<file path="config.mk">
export PLATFORM = sky130hd
export DESIGN_NAME = display_scan_scheduler
export DESIGN_NICKNAME = d
export VERILOG_FILES = /design/src/rtl/display_pkg.sv /design/src/rtl/dwell_timer.sv /design/src/rtl/display_scan_scheduler.sv
export SDC_FILE = /design/constraint.sdc
export NUM_CORES = 1
export LEC_CHECK = 0
export CAP_MARGIN = 10
export CORE_ASPECT_RATIO = 1.1
export CORE_MARGIN = 2
export CORE_UTILIZATION = 51
export DETAILED_ROUTE_END_ITERATION = 8
export PLACE_DENSITY = 0.79
export SLEW_MARGIN = 20
export SYNTH_ARGS = -nofsm -noshare
export SYNTH_HDL_FRONTEND = slang
export SYNTH_SLANG_ARGS = --single-unit
export TNS_END_PERCENT = 5
</file>
<file path="constraint.sdc">
create_clock -name clk -period 2.3 [get_ports clk]
set_input_delay 0.46 -clock clk [delete_from_list [all_inputs] [get_ports clk]]
set_output_delay 0.46 -clock clk [all_outputs]
set_load 0.005 [all_outputs]
</file>
<file path="src/rtl/display_pkg.sv">
// Shared constants and types for the 7-segment scan path.
// LEADING_ZERO_BLANK_EN (used by display_scan_scheduler) enables leading-zero blanking.
package display_pkg;

    localparam int BCD_W = 4;
    localparam int NDIG  = 4;

    localparam logic [3:0] AN_D3 = 4'h8;
    localparam logic [3:0] AN_D2 = 4'h4;
    localparam logic [3:0] AN_D1 = 4'h2;
    localparam logic [3:0] AN_D0 = 4'h1;

    typedef enum logic [2:0] {
        LATCH = 3'd0,
        SCAN3 = 3'd1,
        SCAN2 = 3'd2,
        SCAN1 = 3'd3,
        SCAN0 = 3'd4
    } state_t;

    function automatic logic [3:0] slot_anode(input logic [1:0] k);
        logic [3:0] an;
        case (k)
            2'd3:    an = AN_D3;
            2'd2:    an = AN_D2;
            2'd1:    an = AN_D1;
            default: an = AN_D0;
        endcase
        return an;
    endfunction

endpackage

</file>
<file path="src/rtl/dwell_timer.sv">
// Per-digit dwell counter: tick is high on the last cycle of a DWELL_CYCLES-long slot.
module dwell_timer #(
    parameter int DWELL_CYCLES = 50000,
    parameter int CNT_W        = 16
) (
    input  logic clk,
    input  logic rst,
    input  logic clear,
    output logic tick
);

    localparam logic [CNT_W-1:0] LAST = CNT_W'(DWELL_CYCLES - 1);

    logic [CNT_W-1:0] count_reg;

    always_ff @(posedge clk or posedge rst) begin
        if (rst) begin
            count_reg <= '0;
        end else if (clear) begin
            count_reg <= '0;
        end else begin
            count_reg <= count_reg + 1'b1;
        end
    end

    assign tick = (count_reg == LAST);

endmodule

</file>
<file path="src/rtl/display_scan_scheduler.sv">
// Frame scheduler: snapshots one BCD source per frame and scans it over four anodes.
// Define LEADING_ZERO_BLANK_EN to blank leading zero digits (rightmost digit always lit).
module display_scan_scheduler
    import display_pkg::*;
#(
    parameter int DWELL_CYCLES = 50000,
    parameter int CNT_W        = 16
) (
    input  logic        clk,
    input  logic        rst,
    input  logic        src_sel,
    input  logic [15:0] ct_bcd,
    input  logic [15:0] f_bcd,
    input  logic        load_req,
    output logic        load_ack,
    output logic        frame_start,
    output logic [3:0]  anode,
    output logic [3:0]  digit_bcd,
    output logic        src_active
);

`ifdef LEADING_ZERO_BLANK_EN
    localparam bit BLANK_EN = 1'b1;
`else
    localparam bit BLANK_EN = 1'b0;
`endif

    state_t                  state_reg;
    state_t                  state_next;
    logic [NDIG*BCD_W-1:0]   snapshot_reg;
    logic [NDIG*BCD_W-1:0]   snap_next;
    logic                    pending_reg;
    logic                    take;
    logic                    tick;
    logic                    timer_clear;
    logic                    advance;
    logic [1:0]              enter_k;
    logic [NDIG-1:0]         lead_zero;
    logic                    blank;
    logic [3:0]              anode_reg;
    logic [BCD_W-1:0]        digit_reg;
    logic                    src_active_reg;

    // The snapshot is taken in the LATCH cycle; the slot entered on that same
    // edge must already show the new data, so everything downstream uses snap_next.
    assign take      = (state_reg == LATCH) && (pending_reg || load_req);
    assign snap_next = take ? (src_sel ? ct_bcd : f_bcd) : snapshot_reg;

    // lead_zero[gi]: nibble gi and every more-significant nibble are zero.
    genvar gi;
    generate
        for (gi = 0; gi < NDIG; gi++) begin : g_lead_zero
            assign lead_zero[gi] = (snap_next[NDIG*BCD_W-1 : gi*BCD_W] == '0);
        end
    endgenerate

    always_comb begin
        state_next = LATCH;
        enter_k    = 2'd0;
        advance    = 1'b0;
        case (state_reg)
            LATCH: begin state_next = SCAN3; enter_k = 2'd3; advance = 1'b1; end
            SCAN3: begin state_next = SCAN2; enter_k = 2'd2; advance = tick; end
            SCAN2: begin state_next = SCAN1; enter_k = 2'd1; advance = tick; end
            SCAN1: begin state_next = SCAN0; enter_k = 2'd0; advance = tick; end
            SCAN0: begin state_next = LATCH; enter_k = 2'd0; advance = tick; end
            default: begin state_next = LATCH; advance = 1'b1; end
        endcase
    end

    assign blank       = BLANK_EN && (enter_k != 2'd0) && lead_zero[enter_k];
    assign timer_clear = (state_reg == LATCH) || tick;

    dwell_timer #(
        .DWELL_CYCLES(DWELL_CYCLES),
        .CNT_W       (CNT_W)
    ) u_dwell_timer (
        .clk  (clk),
        .rst  (rst),
        .clear(timer_clear),
        .tick (tick)
    );

    always_ff @(posedge clk or posedge rst) begin
        if (rst) begin
            state_reg      <= LATCH;
            snapshot_reg   <= '0;
            pending_reg    <= 1'b1;
            anode_reg      <= 4'h0;
            digit_reg      <= '0;
            src_active_reg <= 1'b0;
        end else begin
            if (take) begin
                snapshot_reg   <= snap_next;
                src_active_reg <= src_sel;
            end
            // A request seen in LATCH is consumed there; only scan-time requests wait.
            if (state_reg == LATCH) begin
                pending_reg <= 1'b0;
            end else if (load_req) begin
                pending_reg <= 1'b1;
            end
            if (advance) begin
                state_reg <= state_next;
                if (state_next == LATCH) begin
                    anode_reg <= 4'h0;
                    digit_reg <= '0;
                end else begin
                    anode_reg <= blank ? 4'h0 : slot_anode(enter_k);
                    digit_reg <= snap_next[{enter_k, 2'b00} +: BCD_W];
                end
            end
        end
    end

    assign anode       = anode_reg;
    assign digit_bcd   = digit_reg;
    assign src_active  = src_active_reg;
    assign frame_start = (state_reg == LATCH) && !rst;
    assign load_ack    = take && !rst;

endmodule

</file>
==> metrics <==
Setup TNS 0 ns; Wirelength per Cell 14.56 um; Setup CP Type reg -> out; Post-CTS Repair Setup Buffers 0; Worst Skew just over 0.008 ns; Critical Path, Cell by Cell or3_4 -> nor2_1 -> clkdlybuf4s50_1; core box area 0.004348 mm2; number of global-route vias before repair 1,774; number of synthesized flops with an enable pin 0; cell area after synthesis 0.002337 mm2; RSZ-0062 raised after global routing no; Synth top area share 0.4711; Slew HR 0.6297; CP max stage cell clkdlybuf4s50_1; clock latency on the worst-skew pair 0.30 ns; first-pass GRT wire length 8190 um; Post-synth ARST share 1.000; crit end category output pin; Distinct cells, synth 46; Root Buffer Master clkbuf_8; Critical Path Fanout Max 6; FF-to-FF setup slack ~0.38 ns; Vias/cell about 5.6; hpwl dp 3491 um; fin crit period 2.188 ns; worst min-delay path class reg -> reg; Final WS setup 0.1122 ns; Critical Path Max Stage Delay about 0.50 ns; TritonCTS clock tree built; TritonRoute pass-1 iters 5; area grow syn2layout 29.01%; Remaining DRCs 0; Post-DP Area 0.002874 mm2; total CTS buffers 5; post-synthesis cell count 226; die height 75 um; final antenna-violating net count 0; fin nets 313; clock sink count 45; Worst Path Buf+Inv 1; CP required 1.84 ns; global-route usage over all layers 0.2144; Vias around 1,900; max frequency 457.1 MHz; total of max-cap violations 0; Rows 25; GRT overflow 0; Area contributors post-synth dfrtp_1 47%, mux2i_1 7.7%, o21ai_0 4.9%; Tightest Pin Transition approximately 0.56 ns; Max Buffers Root-to-Sink 2; gp weighted congestion 0.7905; worst path arrival time 1.73 ns; final WL 4818 um; initial antenna violation count 0; Place WS approximately 0.19 ns; pin count of the biggest net entering global routing 46; Final setup viols 0; sequential fraction of the synthesis area 0.4823; Initial Util 0.5376; Max Slew Vio Count 0; syn nets 263; static leakage 1.357 nW; share of layout cells above drive strength 1 0.1264; Tcrit/Tclk final 0.9512; status finished clean; Yosys reg bits 45; I/O pin cnt 47; dominant register cell in the synthesized netlist dfrtp_1; Port Buf Inserts 46; die boundary width 68.55 um; PD cells 566.9 mW/mm2; Max rail drop VDD roughly 0.35 mV; final instance area 0.003015 mm2; Worst-path clk slew around 0.090 ns; antenna diode count 0; crit-path leading delay family simple AND/OR/NAND/NOR gates; DR iter-0 viols 70; Final Hold Vio Count 0; Mapped Avg Cell Area 10.34 um2; leading area contributor after synthesis dfrtp_1; full die area 0.005141 mm2; CP Launch Type flop; # H-tree levels 2; synth warn 0
## final cells by class
| class | instances | area, um2 |
|---|---|---|
| clock buffer | 5 | 68.82 |
| clock inverter | 3 | 65.06 |
| fill | 338 | 1333 |
| inverter | 4 | 15.01 |
| multi-input combinational | 165 | 1141 |
| sequential | 45 | 1127 |
| tap | 54 | 67.56 |
| timing repair buffer | 55 | 530.5 |
## layer usage
layer	global-route usage	wire length, um	vias up
met5	0	0	-
met4	0.1067	159	0
met3	0.04634	166	15
met2	0.3440	2389	46
met1	0.2729	2102	889
li1	-	-	920
## synthesized netlist by cell type, types with 2 or more instances
master     instances
xnor2_1            4
clkbuf_1           7
mux2i_1           18
nor2b_1            3
and2_1             2
o211ai_1           3
nor3_1             6
a222oi_1           3
xor2_1             4
inv_1              4
nand2_1           22
o31ai_1            4
and3_1             4
nor2_1            15
nand4_4            2
a21oi_1           10
a22o_1             2
and4bb_2           2
o21ai_0           23
buf_2              2
o2bb2ai_1          3
mux2_2             5
a2bb2oi_1          3
nand3_1            6
or3_1              4
nand4_1            2
dfrtp_1           44
## per-stage QoR
stage	instances	power [mW]	hold WS (ns)	utilization
2_1_floorplan	226	0.9213	0.4251	-
3_3_place_gp	323	1.017	0.4475	0.6610
3_5_place_dp	323	1.021	0.4601	0.6610
4_1_cts	331	1.728	0.4733	0.6918
5_1_grt	331	1.774	0.4898	0.6935
6_report	331	1.710	0.4659	0.6935
## logic make-up after synthesis
group | synth area share
adders and majority gates | 0.005352
buffers and inverters | 0.03158
DFF | 0.4823
AOI/OAI and AO/OA | 0.1537
and+or+nand+nor | 0.1959
xor gates and xnor gates | 0.02998
muxes | 0.1012
## report_power, final
group / total (mW) / internal [mW] / leakage [nW] / switching [mW]
clock network: 0.706 / 0.431 / 0.0681 / 0.274
registers: 0.842 / 0.821 / 0.568 / 0.0203
logic: 0.162 / 0.103 / 0.720 / 0.0588
total: 1.71 / 1.36 / 1.36 / 0.353
## cell usage in the layout, fill, tap and decap left out, types with 2 or more instances in the layout
cell              n
clkdlybuf4s50_1  45
and2_1            2
and4bb_2          2
nand2_1          22
o31ai_1           4
xnor2_1           4
o211ai_1          3
a222oi_1          3
a21oi_1          10
or3_1             4
xor2_1            4
mux2i_1          18
bufinv_16         2
dfrtp_1          44
a2bb2oi_1         3
nand4_1           2
nand3_1           6
nor2b_1           3
nor2_1           15
clkbuf_8          5
a22o_1            2
and3_1            4
inv_1             4
nand4_4           2
nor3_1            5
mux2_2            5
o2bb2ai_1         3
buf_4             9
o21ai_0          23
## repair_timing
item	CTS	global route
endpoints found under the setup margin	0	1
gates resized for setup	0	2
hold buffers	0	0
## worst paths after layout
path,from,cells after the start,endpoint
min reg2reg,u_dwell_timer.count_reg[0]$_DFF_PP0_,1,u_dwell_timer.count_reg[0]$_DFF_PP0_
max,state_reg[1]$_DFFE_PP0P_,3,frame_start
max in group asynchronous,rst,3,anode[3]$_DFFE_PP0P_
min in group asynchronous,rst,3,u_dwell_timer.count_reg[5]$_DFF_PP0_
max reg2reg,u_dwell_timer.count_reg[0]$_DFF_PP0_,5,u_dwell_timer.count_reg[9]$_DFF_PP0_
min,u_dwell_timer.count_reg[0]$_DFF_PP0_,1,u_dwell_timer.count_reg[0]$_DFF_PP0_
No activity file was read; power rests on OpenSTA's default activity.
==> edit 1 (same flow settings) <==
`BLANK_EN`: 1'b0 -> 1'b1.
--- a/src/rtl/display_scan_scheduler.sv
+++ b/src/rtl/display_scan_scheduler.sv
@@ -24,3 +24,3 @@
 `else
-    localparam bit BLANK_EN = 1'b0;
+    localparam bit BLANK_EN = 1'b1;
 `endif
Formal check against the unedited RTL: not equivalent (Yosys sat finds a counterexample within 4 cycles, from zero or initial values and one cycle with rst high).
==> edit 1 against the original RTL <==
  * Sequential power about the same
  * Area after synthesis decreased by 0.70%
  * Critical path depth increased by 1
  * Final area increased by 1.2%
  * Routed wire length increased by 11%
  * Sequential cell count unchanged
  * Power decreased by 3.7%
  * Clock power decreased by 12%
  * Fmax decreased by 1.3%
  * Combinational power increased by 13%
  * Worst setup slack got worse by 0.028 ns
  * Critical endpoint is now digit_bcd[2]
==> edit 1: results (changes against the original RTL) <==
- Worst VDD drop: 0.3597 mV (was 0.3521 mV)
- Share of the synthesized area in compound gates (AO/OA/AOI/OAI): 13.15% (was 15.36%)
- Slowest cell on crit path: or4_4 (was clkdlybuf4s50_1)
- Internal reg-to-reg setup slack: 0.08 ns (was 0.38 ns)
- Gpl congestion: 0.7499 (was 0.7905)
- Vias per inst: 5.765 (was 5.650)
- HPWL Detailed: 3895 um (was 3491 um)
- GRT Overall Usage: 23.73% (was 21.44%)
- Fraction of layout cells with a size suffix above 1: 10.51% (was 12.64%)
- Crit Path Class: reg -> reg (was reg -> out)
- Clk_skew: 0.006881 ns (was 0.008081 ns)
- Slowest stage delay, CP: 0.60 ns (was 0.50 ns)
- WL final: 5346 um (was 4818 um)
- Worst slew pin tran: 0.5609 ns (was 0.5554 ns)
- Vias in the first global route: 2044 (was 1774)
- Inst Count DP: 341 (was 323)
- Arrival time of the worst setup path: 2.40 ns (was 1.73 ns)
- Reg-to-Reg Start: u_dwell_timer.count_reg[13] (was u_dwell_timer.count_reg[0])
- Reg2reg end: digit_bcd[2] (was u_dwell_timer.count_reg[9])
- Mux cell area share after synthesis: 8.410% (was 10.12%)
- First-pass GRT wire length: 8997 um (was 8190 um)
- Endpoint of the worst setup timing path: digit_bcd[2] (was frame_start)
- Detailed Routing Iterations Pass 1: 4 (was 5)
- Status: completed (unchanged)
- Htree depth: 2 (unchanged)
- Initial DRC Count: 77 (was 70)
- R2R depth: 4 (was 5)
- Syn Nets: 275 (was 263)
- Fillers: 341 (was 338)
- Leak pwr: 0.001356 uW (was 0.001357 uW)
- Synth Area in Adders: 0.5391% (was 0.5353%)
- Post-DR wirelength/cell: 15.32 um (was 14.56 um)
- Max frequency: 0.4513 GHz (was 0.4571 GHz)
- Setup WS pre-CTS: 0.04994 ns (was 0.1895 ns)
- # resized after CTS: 2 (was 0)
- Sw frac: 21.89% (was 20.66%)
[edit 1: power by group through the flow]
stage | registers, uW | clock network [uW] | logic (uW)
finish | 844 | 619 | 183
CTS | 843 | 632 | 185
global route | 848 | 660 | 204
floorplan | 854 | 0 | 79.2
detailed placement | 858 | 0 | 183
global placement | 858 | 0 | 179
[edit 1: area by class of cell]
| type | instances | area share [%] |
|---|---|---|
| Inverter | 3 | 0.3690 |
| Clock buffer | 7 | 2.829 |
| Timing Repair Buffer | 62 | 19.39 |
| Tap cell | 54 | 2.214 |
| Clock inverter | 1 | 0.9840 |
| Sequential cell | 45 | 36.94 |
| Multi-Input combinational cell | 177 | 37.27 |
[edit 1: metal layers]
layer  GRT usage [%]  wire [um]
met5               0          0
met4           11.11        132
met3           5.531        193
met2           41.42       2877
met1           27.37       2143
[edit 1: through the flow]
stage,util (%),hold WS [ns],power [uW],cell area [sq um]
2_1_floorplan,-,0.4502,932.9,2321
3_5_place_dp,67.31,0.4732,1041,2927
3_3_place_gp,67.31,0.4638,1037,2927
5_1_grt,70.19,0.5088,1711,3052
6_report,70.19,0.4853,1646,3052
4_1_cts,70.07,0.4850,1660,3047
[edit 1: worst min path at each step]
stage | from | end | cells after the start
floorplan | snapshot_reg[1] | snapshot_reg[1] | 2
global placement | u_dwell_timer.count_reg[0] | u_dwell_timer.count_reg[0] | 1
detailed placement | u_dwell_timer.count_reg[0] | u_dwell_timer.count_reg[0] | 1
CTS | u_dwell_timer.count_reg[0] | u_dwell_timer.count_reg[0] | 1
global route | u_dwell_timer.count_reg[0] | u_dwell_timer.count_reg[0] | 1
finish | u_dwell_timer.count_reg[0] | u_dwell_timer.count_reg[0] | 1
==> edit 2 (same settings) <==
Without the edit above. The 5 states of `state_t` get a one-hot encoding in 5 bits.
--- a/src/rtl/display_pkg.sv
+++ b/src/rtl/display_pkg.sv
@@ -12,8 +12,8 @@
 
-    typedef enum logic [2:0] {
-        LATCH = 3'd0,
-        SCAN3 = 3'd1,
-        SCAN2 = 3'd2,
-        SCAN1 = 3'd3,
-        SCAN0 = 3'd4
+    typedef enum logic [4:0] {
+        LATCH = 5'b00001,
+        SCAN3 = 5'b00010,
+        SCAN2 = 5'b00100,
+        SCAN1 = 5'b01000,
+        SCAN0 = 5'b10000
     } state_t;
Behaviour: same outputs for any inputs over 10 cycles, from zero or initial values and one cycle with rst high; not proved beyond that.
==> edit 2 against the original RTL <==
  * Utilization is 1.3 points lower
  * Sequential cell count rose by 2
  * Final area up 4.9%
  * Routed wire length increased by 7.7%
  * Final cell count grew 5.7%
  * Worst setup slack lost 0.097 ns
  * Die area rose by 4.6%
  * Clock power is 17% lower
  * Area after synthesis grew 4.9%
  * Clock skew increased by 0.0056 ns
  * Power is 4.1% lower
  * Critical endpoint is now digit_bcd[2]
==> edit 2: results (changes against the original RTL) <==
- Arrival time of the worst setup path: 2.48 ns (was 1.73 ns)
- Reg clk slew, reported paths: 0.09 ns (about the same)
- Htree depth: 2 (unchanged)
- Reg2reg end: digit_bcd[2] (was u_dwell_timer.count_reg[9])
- Fillers: 366 (was 338)
- Initial DRC Count: 134 (was 70)
- Total CTS buffers: 5 (unchanged)
- Fraction of layout cells with a size suffix above 1: 18.37% (was 12.64%)
- Crit Path Class: reg -> reg (was reg -> out)
- Worst VDD drop: 0.3696 mV (was 0.3521 mV)
- R2R depth: 6 (was 5)
- GRT Overall Usage: 20.65% (was 21.44%)
- Synth cell count leaders: dfrtp_1 (45), nor2_1 (29), mux2_2 (15) (was dfrtp_1 (44), o21ai_0 (23), nand2_1 (22))
- Via count: 1956 (was 1870)
- Largest net degree at the start of global routing: 48 (was 46)
- Syn Nets: 273 (was 263)
- First-pass GRT wire length: 9025 um (was 8190 um)
- CP max FO: 6 (unchanged)
- Area contributors post-synth: dfrtp_1 (46%), mux2_2 (6.9%), nor2_1 (4.4%), mux2i_1 (4.1%), xor2_1 (3.2%) (was dfrtp_1 (47%), mux2i_1 (7.7%), o21ai_0 (4.9%), nand2_1 (3.5%), mux2_2 (2.4%))
- CTS max path bufs: 2 (unchanged)
- Number of max-cap violations: 0 (unchanged)
- Hold Path Origin: anode[3] (was u_dwell_timer.count_reg[0])
- Clk_skew: 0.01364 ns (was 0.008081 ns)
- Number of antenna violations at the first check in global routing: 0 (unchanged)
- Syn. warnings: 0 (unchanged)
- Vias in the first global route: 2104 (was 1774)
- Avg Inst Size Synth: 10.39 sq um (was 10.34 sq um)
- Cell variety after synth: 51 (was 46)
- CP Launch Point: state_reg[1] (unchanged)
- CTS root buffer: clkbuf_8 (unchanged)
- Worst slew pin tran: 0.4178 ns (was 0.5554 ns)
- Leak pwr: 0.001454 uW (was 0.001357 uW)
- Post-DR wirelength/cell: 14.82 um (was 14.56 um)
- Vias per inst: 5.589 (was 5.650)
- Gpl congestion: 0.7821 (was 0.7905)
- Nets: 330 (was 313)
- Internal reg-to-reg setup slack: 0.02 ns (was 0.38 ns)
- Status: completed (unchanged)
- Detailed Routing Iterations Pass 1: 4 (was 5)
- IO buf count: 46 (unchanged)
- Inst Count DP: 339 (was 323)
- Hold WC Path Type: reg -> reg (unchanged)
- HPWL Detailed: 3951 um (was 3491 um)
- Ys async rst share: 100.0% (unchanged)
- Seq/Total Area, Yosys: 48.09% (was 48.23%)
- # diodes: 0 (unchanged)
- Clock Latency Late Sink: 0.30 ns (about the same)
- Top FF cell, synth: dfrtp_1 (unchanged)
edit 2: changes by cell type in the layout (fill, tap and decap cells not counted), sizes merged, moves of 4 or more:
cell | before | now
nor2 | 15 | 30
xor2 | 4 | 9
buf | 9 | 17
a21o | 0 | 6
mux2 | 5 | 15
nand2 | 22 | 13
mux2i | 18 | 10
o21ai | 23 | 12
nor4 | 0 | 4
edit 2: area by class of cell:
| cell class | count | share of cell area (%) |
|---|---|---|
| well taps | 56 | 2.214 |
| flip-flops and latches | 47 | 37.25 |
| clock buffers | 7 | 2.412 |
| repair buffers | 63 | 19.02 |
| clock inverters | 1 | 0.9490 |
| multi-input cells | 168 | 37.21 |
| inverters | 8 | 0.9490 |
edit 2: layer usage:
metal  GRT usage (%)  up-vias  wire (um)
met5               0        -          0
met4           6.923        0         92
met3           4.468        8        273
met2           37.52       53       2736
met1           23.90      942       2085
li1                -      953          -
edit 2: cell families (layout without fill, tap and decap cells):
kind of cell	after synthesis	after routing	share of synthesized area, %
compound gates	49	49	13.89
xor+xnor	12	12	4.288
fa+ha+maj	1	1	0.5104
buf+inv	21	79	4.798
flops	47	47	48.09
mux	25	25	10.98
simple gates	81	81	17.46
edit 2: power breakdown:
group	internal [uW]	leakage [uW]	switching (uW)
clock	325	0.0000524	263
sequential	858	0.000576	13.5
combinational	115	0.000826	64.4
edit 2: worst min-delay path by stage:
stage	to	slack [ns]	depth (start not counted)
6_report	anode[3]	0.49	2
2_1_floorplan	u_dwell_timer.count_reg[0]	0.45	1
3_3_place_gp	anode[1]	0.46	1
4_1_cts	anode[1]	0.49	1
5_1_grt	anode[1]	0.52	1
3_5_place_dp	anode[1]	0.47	1
edit 2: stage by stage:
stage	instance area (sq um)	TNS, ns	util, %	setup slack, ns
floorplan	2461	0	-	0.02809
global placement	3019	-0.03659	64.90	-0.02860
detailed placement	3019	-0.06060	64.90	-0.03892
CTS	3162	-0.02112	67.97	-0.02112
global route	3164	-0.07711	68.02	-0.06768
finish	3164	0	68.02	0.01543
edit 2: repair_timing:
action / in CTS / in global routing
pin swaps: 3 / 2
setup buffers: 3 / 0
gates resized for setup: 3 / 1
setup endpoints to repair: 2 / 3
edit 2: critical path: stages (launching register included):
cell and delay [ns]:
dfrtp_1 0.38, or4_4 0.58, buf_4 0.17, nor2_4 0.16, mux2_2 0.37, o32a_1 0.28
a32o_1 0.25
